File: src/rtl/sfp_pkg.sv
// Shared types and constants for the sfp_accum post-array accumulation stage.
package sfp_pkg;

    typedef enum logic [2:0] {
        S_IDLE,
        S_ISSUE,
        S_WAIT,
        S_ACC,
        S_OUT,
        S_FIN
    } sfp_state_t;

    localparam int unsigned PASS_W = 4;

    function automatic int unsigned row_w(input int unsigned depth);
        return $clog2(depth) + 1;
    endfunction

    function automatic int unsigned idx_w(input int unsigned depth);
        return (depth > 1) ? $clog2(depth) : 1;
    endfunction

    function automatic logic [63:0] sat_hi(input int unsigned bw);
        return (64'd1 << (bw - 1)) - 64'd1;
    endfunction

    function automatic logic [63:0] sat_lo(input int unsigned bw);
        return 64'd1 << (bw - 1);
    endfunction

endpackage

File: src/rtl/sfp_accum_if.sv
// Handshake bundle for sfp_accum: output-FIFO pop side and finished-row stream side.
interface sfp_accum_if #(
    parameter int unsigned col     = 8,
    parameter int unsigned psum_bw = 16
);
    logic                     ofifo_valid;
    logic                     ofifo_rd;
    logic [col*psum_bw-1:0]   ofifo_out;
    logic                     out_valid;
    logic                     out_ready;
    logic [col*psum_bw-1:0]   out_data;

    modport master (
        input  ofifo_valid, ofifo_out, out_ready,
        output ofifo_rd, out_valid, out_data
    );

    modport slave (
        output ofifo_valid, ofifo_out, out_ready,
        input  ofifo_rd, out_valid, out_data
    );
endinterface

File: src/rtl/sfp_sat_add.sv
// One lane of signed saturating addition, result clamped to the psum_bw signed range.
module sfp_sat_add
    import sfp_pkg::*;
#(
    parameter int unsigned psum_bw = 16
) (
    input  logic [psum_bw-1:0] a,
    input  logic [psum_bw-1:0] b,
    output logic [psum_bw-1:0] y
);
    localparam logic [psum_bw-1:0] SAT_MAX = psum_bw'(sat_hi(psum_bw));
    localparam logic [psum_bw-1:0] SAT_MIN = psum_bw'(sat_lo(psum_bw));

    logic [psum_bw:0] sum;

    // Overflow shows as disagreement between the extended sign and the result sign.
    always_comb begin
        sum = {a[psum_bw-1], a} + {b[psum_bw-1], b};
        if (sum[psum_bw] != sum[psum_bw-1]) begin
            y = sum[psum_bw] ? SAT_MIN : SAT_MAX;
        end else begin
            y = sum[psum_bw-1:0];
        end
    end
endmodule

File: src/rtl/sfp_accum.sv
// Post-array accumulation: drains FIFO rows, sums them over n_pass passes, streams results.
// Build option: define SFP_RELU_EN to clamp negative output lanes to zero.
module sfp_accum
    import sfp_pkg::*;
#(
    parameter int unsigned col     = 8,
    parameter int unsigned psum_bw = 16,
    parameter int unsigned depth   = 16,
    parameter int unsigned rd_lat  = 2
) (
    input  logic                   clk,
    input  logic                   reset,
    input  logic                   start,
    input  logic [PASS_W-1:0]      n_pass,
    input  logic [$clog2(depth):0] n_row,
    sfp_accum_if.master            bus,
    output logic                   busy,
    output logic                   done
);
    localparam int unsigned DW     = col * psum_bw;
    localparam int unsigned ROW_W  = row_w(depth);
    localparam int unsigned IDX_W  = idx_w(depth);
    localparam int unsigned WCNT_W = (rd_lat > 1) ? $clog2(rd_lat) : 1;

    sfp_state_t        state;
    logic [PASS_W-1:0] p;
    logic [PASS_W-1:0] npass_q;
    logic [ROW_W-1:0]  r;
    logic [ROW_W-1:0]  nrow_q;
    logic [WCNT_W-1:0] wcnt;

    logic [DW-1:0]     buffer [depth];
    logic [DW-1:0]     sum_row;
    logic [DW-1:0]     out_row;
    logic [IDX_W-1:0]  r_idx;
    logic [IDX_W-1:0]  out_idx;

    assign r_idx   = r[IDX_W-1:0];
    // While a row is on display, prefetch the next one so accepted rows stream back to back.
    assign out_idx = bus.out_valid ? r_idx + IDX_W'(1) : r_idx;

    for (genvar i = 0; i < col; i++) begin : g_lane
        sfp_sat_add #(.psum_bw(psum_bw)) u_add (
            .a (buffer[r_idx][i*psum_bw +: psum_bw]),
            .b (bus.ofifo_out[i*psum_bw +: psum_bw]),
            .y (sum_row[i*psum_bw +: psum_bw])
        );
    end

    always_comb begin
        out_row = buffer[out_idx];
`ifdef SFP_RELU_EN
        for (int unsigned i = 0; i < col; i++) begin
            if (out_row[i*psum_bw + psum_bw - 1]) begin
                out_row[i*psum_bw +: psum_bw] = '0;
            end
        end
`endif
    end

    // Buffer carries no reset; pass 0 always overwrites before any read.
    always_ff @(posedge clk) begin
        if (state == S_ACC) begin
            buffer[r_idx] <= (p == '0) ? bus.ofifo_out : sum_row;
        end
    end

    always_ff @(posedge clk or negedge reset) begin
        if (!reset) begin
            state         <= S_IDLE;
            p             <= '0;
            r             <= '0;
            wcnt          <= '0;
            npass_q       <= '0;
            nrow_q        <= '0;
            bus.ofifo_rd  <= 1'b0;
            bus.out_valid <= 1'b0;
            bus.out_data  <= '0;
            busy          <= 1'b0;
            done          <= 1'b0;
        end else begin
            bus.ofifo_rd <= 1'b0;
            case (state)
                S_IDLE: begin
                    if (start) begin
                        npass_q <= (n_pass == '0) ? PASS_W'(1) : n_pass;
                        nrow_q  <= (n_row == '0 || n_row > ROW_W'(depth)) ? ROW_W'(depth) : n_row;
                        p       <= '0;
                        r       <= '0;
                        busy    <= 1'b1;
                        state   <= S_ISSUE;
                    end
                end
                S_ISSUE: begin
                    if (bus.ofifo_valid) begin
                        bus.ofifo_rd <= 1'b1;
                        wcnt         <= '0;
                        state        <= S_WAIT;
                    end
                end
                S_WAIT: begin
                    if (wcnt == WCNT_W'(rd_lat - 1)) begin
                        state <= S_ACC;
                    end else begin
                        wcnt <= wcnt + WCNT_W'(1);
                    end
                end
                S_ACC: begin
                    if (r == nrow_q - ROW_W'(1)) begin
                        r <= '0;
                        if (p == npass_q - PASS_W'(1)) begin
                            p     <= '0;
                            state <= S_OUT;
                        end else begin
                            p     <= p + PASS_W'(1);
                            state <= S_ISSUE;
                        end
                    end else begin
                        r     <= r + ROW_W'(1);
                        state <= S_ISSUE;
                    end
                end
                S_OUT: begin
                    if (!bus.out_valid) begin
                        bus.out_valid <= 1'b1;
                        bus.out_data  <= out_row;
                    end else if (bus.out_ready) begin
                        if (r == nrow_q - ROW_W'(1)) begin
                            bus.out_valid <= 1'b0;
                            r             <= '0;
                            done          <= 1'b1;
                            state         <= S_FIN;
                        end else begin
                            r            <= r + ROW_W'(1);
                            bus.out_data <= out_row;
                        end
                    end
                end
                S_FIN: begin
                    done  <= 1'b0;
                    busy  <= 1'b0;
                    state <= S_IDLE;
                end
                default: state <= S_IDLE;
            endcase
        end
    end
endmodule

File: src/flat_wrapper.sv
// flat-port wrapper written by rule: the top's interface ports become plain ports
module sfp_accum_flat import sfp_pkg::*;
#(
    parameter int unsigned col     = 8,
    parameter int unsigned psum_bw = 16,
    parameter int unsigned depth   = 16,
    parameter int unsigned rd_lat  = 2
)
  (clk, reset, start, n_pass, n_row, busy, done, bus_ofifo_valid, bus_ofifo_out, bus_out_ready, bus_ofifo_rd, bus_out_valid, bus_out_data);
  sfp_accum_if #(.col(col), .psum_bw(psum_bw)) bus_i ();
  input  logic clk;
  input  logic reset;
  input  logic start;
  input  logic [PASS_W-1:0] n_pass;
  input  logic [$clog2(depth):0] n_row;
  output logic busy;
  output logic done;
  input wire logic [$bits(bus_i.ofifo_valid)-1:0] bus_ofifo_valid;
  input wire logic [$bits(bus_i.ofifo_out)-1:0] bus_ofifo_out;
  input wire logic [$bits(bus_i.out_ready)-1:0] bus_out_ready;
  output wire logic [$bits(bus_i.ofifo_rd)-1:0] bus_ofifo_rd;
  output wire logic [$bits(bus_i.out_valid)-1:0] bus_out_valid;
  output wire logic [$bits(bus_i.out_data)-1:0] bus_out_data;
  assign bus_i.ofifo_valid = bus_ofifo_valid;
  assign bus_i.ofifo_out = bus_ofifo_out;
  assign bus_i.out_ready = bus_out_ready;
  assign bus_ofifo_rd = bus_i.ofifo_rd;
  assign bus_out_valid = bus_i.out_valid;
  assign bus_out_data = bus_i.out_data;
  sfp_accum #(.col(col), .psum_bw(psum_bw), .depth(depth), .rd_lat(rd_lat)) u_core (.clk(clk), .reset(reset), .start(start), .n_pass(n_pass), .n_row(n_row), .bus(bus_i), .busy(busy), .done(done));
endmodule
File: config.mk
export PLATFORM = sky130hd
export DESIGN_NAME = sfp_accum_flat
export DESIGN_NICKNAME = d
export VERILOG_FILES = /design/src/rtl/sfp_pkg.sv /design/src/rtl/sfp_accum_if.sv /design/src/rtl/sfp_sat_add.sv /design/src/rtl/sfp_accum.sv /design/src/flat_wrapper.sv
export SDC_FILE = /design/constraint.sdc
export NUM_CORES = 2
export LEC_CHECK = 0
export BUFFER_PORTS_ARGS = -buffer_cell sky130_fd_sc_hd__buf_2
export CORE_MARGIN = 2
export CORE_UTILIZATION = 65
export CTS_CLUSTER_DIAMETER = 30
export CTS_CLUSTER_SIZE = 40
export DETAILED_ROUTE_END_ITERATION = 10
export PLACE_DENSITY = 0.89
export SLEW_MARGIN = 10
export SYNTH_ARGS = -nofsm -noshare
export SYNTH_HDL_FRONTEND = slang
export SYNTH_SLANG_ARGS = --single-unit
File: constraint.sdc
create_clock -name clk -period 27.5 [get_ports clk]
set_clock_uncertainty 0.15 [all_clocks]
set_input_delay 2.75 -clock clk [delete_from_list [all_inputs] [get_ports clk]]
set_output_delay 2.75 -clock clk [all_outputs]
set_load 0.02 [all_outputs]
==> results.cfg <==
[synthesis]
syn_area_mm2 = 0.106
synth_cells = 5235
synthArstFlopShare_pct = 6.99
synth_edf_count = 2048
synth_seq_area_share_pct = 61.7
synth_flop_cell = edfxtp_1
synth_seq_cells = 2202
synth.distinct_cells = 67
syn_area_per_cell_um2 = 20.2
yosysWarningCount = 0
synth_fp_nets = 5536

[power]
irDropWorstVdd_v = 0.000116
p_leak_nw = 41.6
powerDensity_mw_per_mm2 = 123

[clock_network]
ctsResizeCount = 0
cts_buffer_depth = 4
clk_latency_ns = 0.99
clk_pin_slew_worst_paths_ns = 0.05
cts_tree = built
h-tree-depth = 5
clock_sinks = 2202
hold_buffers = 0
root_buffer = clkbuf_16
cts_setup_buffers = 0
numCtsBuffers = 426

[placed_design]
globalplace.congestion = 0.894
place_hpwl_um = 154000
port_buffers = 273

[cells_and_area]
drive_gt1_share_pct = 42.6
syn_to_final_growth_pct = 17.4
fill_cells = 7658
layout.nets = 5990
multiInputGateArea_mm2 = 0.0391
regArea_mm2 = 0.0654
fin_util_pct = 76.6

[routing]
wl_per_cell_um = 39.9
met2_length_um = 157000
ant_nets = 0
via_per_inst = 8.08
route.met3.wl_um = 45900
maxUsedRoutingLayer = met5
drt_iter0_drc = 11700
wl_met1_um = 104000
routed_wl_um = 328000
vias = 66600
drcViolationCount = 1
dr.pass1.iters = 11

[global_routing]
antenna_found_initial = 31
grt_use_total_pct = 39.8
grt-ovfl-total = 0
grt_pass1_wl_um = 477000
first_global_vias = 69000
grt_max_degree = 172

[sta]
fmax_mhz = 97.3
hold_violations = 0
slew_headroom_pct = 14.5
max_slew.worst_pin.slew_ns = 1.28
period_minus_slack_ns = 10.28
finalMaxSlewViolations = 0
finalCritPeriodShare_pct = 37.4
setup_viol = 0
rsz0062_at_grt = no
fin_setup_tns_ns = 0

[floorplan]
rows = 148
die_w_um = 408
dieArea_mm2 = 0.166
die_height_um = 408
start_util_pct = 65.3
core_area_mm2 = 0.162
ios = 274

[critical_path]
worstPathRequired_ns = 27.95
reg2reg_from = u_core.r[0]
reg2reg_setup_slack_ns = 17.22
crit_arrival_ns = 10.73
r2r-end = u_core.buffer[12][73]
worstSetupStartpoint = u_core.r[0]
setup.worst_path.class = reg2reg
critPathMaxFanout = 95
reg2reg_depth = 18
start_kind = register
critPathCaptureType = register

[job]
max_cap_viol_count = 0

[worst_hold_path]
whs_path_depth = 1
hold_end = u_core.bus.out_data[38]
worst_hold_path_type = reg2reg
hp-start = u_core.bus.out_data[38]

[outcome]
violations = design-rule violations
status = finished with violations
cell usage in the layout (no fill, tap or decap), drive strengths merged, types with 8 or more instances in the layout:
cell type and instances:
nand2b 40, and3 12, xor2 52, nand3 26, clkinvlp 53, diode 20, dfrtp 154, nand2 114
edfxtp 2048, o211ai 44, o31ai 15, bufinv 58, mux4 1280, nor2b 31, o311ai 12, or2 14
buf 374, o21ai 85, nor3 47, a21boi 8, a221o 10, nor2 153, clkbuf 475, ha 151
fa 8, a21o 24, or3 16, a31oi 44, a21oi 95, clkinv 135, xnor2 46, o21a 72
inv 111, mux2 132, a211oi 18, a211o 12
logic make-up after synthesis:
| group | after synthesis | share of synthesized area [%] |
|---|---|---|
| DFF | 2202 | 61.7 |
| buffers and inverters | 403 | 1.72 |
| adders and majority gates | 159 | 1.93 |
| and+or+nand+nor | 469 | 2.06 |
| muxes | 1413 | 28.6 |
| AOI/OAI and AO/OA | 491 | 3.17 |
| xor gates and xnor gates | 98 | 0.828 |
power breakdown:
part | switching [mW] | total, mW | internal [mW] | leakage (nW)
Sequential | 0.0942 | 4.94 | 4.85 | 20.5
Combinational | 3.13 | 4.99 | 1.86 | 14.0
Clock | 1.87 | 5.34 | 3.47 | 7.05
layer usage:
layer / GRT usage [%] / up-vias
li1: - / 23800
met1: 50.9 / 33800
met2: 61.8 / 7168
met3: 12.3 / 1769
met4: 21.9 / 22
met5: 0 / -
through the flow:
step	area (um^2)	setup WS [ns]	power [mW]	std cells	hold slack (ns)
global route	124000	16.66	15.7	8228	0.364
CTS	124000	17.29	15.1	8212	0.352
detailed placement	110000	17.87	9.53	7435	0.341
finish	124000	17.22	15.3	8233	0.346
floorplan	106000	16.55	8.36	5235	0.315
global placement	110000	18.18	9.30	7435	0.334
layout make-up:
class                      count  area share, %
sequential                  2202           52.6
multi-input combinational   2630           31.4
tap                         2175           2.19
antenna                       20         0.0402
clock buffer                 474           8.91
clock inverter               303           2.86
inverter                      54          0.163
timing repair buffer         375           1.87
registers in the layout (all words and copies together) (netlist names):
| name | count |
|---|---|
| u_core.bus.out_data | 128 |
| u_core.bus.out_valid | 1 |
| u_core.state | 3 |
| u_core.done | 1 |
| u_core.buffer | 2048 |
| u_core.nrow_q | 5 |
| u_core.r | 5 |
| u_core.npass_q | 4 |
| u_core.bus.ofifo_rd | 1 |
| u_core.wcnt | 1 |
| u_core.busy | 1 |
| u_core.p | 4 |
critical path, stage by stage, from the launching register on:
cell,delay [ns]
dfrtp_4,0.77
buf_4,0.83
buf_4,0.71
buf_12,0.67
buf_4,0.79
mux4_2,0.61
mux4_2,0.55
ha_1,0.39
o21ai_0,0.42
nor2_1,0.15
a21oi_1,0.39
a21oi_1,0.20
a21oi_1,0.22
a21oi_1,0.16
xor2_1,0.18
ha_1,0.48
clkinv_1,0.41
or2_1,0.58
a31oi_1,1.03
cell usage after synthesis, types with 18 or more instances:
| cell | count | share of area, % |
|---|---|---|
| ha_1 | 151 | 1.8 |
| o21a_1 | 72 | 0.51 |
| a21o_1 | 24 | 0.17 |
| edfxtp_1 | 2048 | 58 |
| nand2_1 | 114 | 0.40 |
| nor3_1 | 47 | 0.22 |
| dfrtp_1 | 154 | 3.6 |
| mux2_2 | 132 | 1.4 |
| xor2_1 | 51 | 0.42 |
| a211oi_1 | 18 | 0.13 |
| a31oi_1 | 44 | 0.26 |
| xnor2_1 | 46 | 0.38 |
| o21ai_0 | 67 | 0.32 |
| buf_2 | 57 | 0.27 |
| a21oi_1 | 95 | 0.45 |
| nor2_1 | 153 | 0.54 |
| nand2b_1 | 40 | 0.24 |
| nand3_1 | 26 | 0.12 |
| buf_1 | 51 | 0.18 |
| buf_4 | 40 | 0.28 |
| inv_1 | 52 | 0.18 |
| nor2b_1 | 31 | 0.18 |
| mux4_2 | 1280 | 27 |
| o211ai_1 | 44 | 0.31 |
| clkbuf_1 | 189 | 0.67 |
worst max path at each step:
| stage | to | slack (ns) | depth (start not counted) |
|---|---|---|---|
| after floorplan | u_core.buffer[0][0] | 16.55 | 7 |
| after detailed placement | u_core.buffer[1][71] | 17.87 | 17 |
| after global routing | u_core.buffer[5][73] | 16.66 | 18 |
| after CTS | u_core.buffer[13][71] | 17.29 | 18 |
| final | u_core.buffer[12][73] | 17.22 | 18 |
| after global placement | u_core.buffer[1][71] | 18.18 | 18 |
Power figures use the tool's default switching activity.
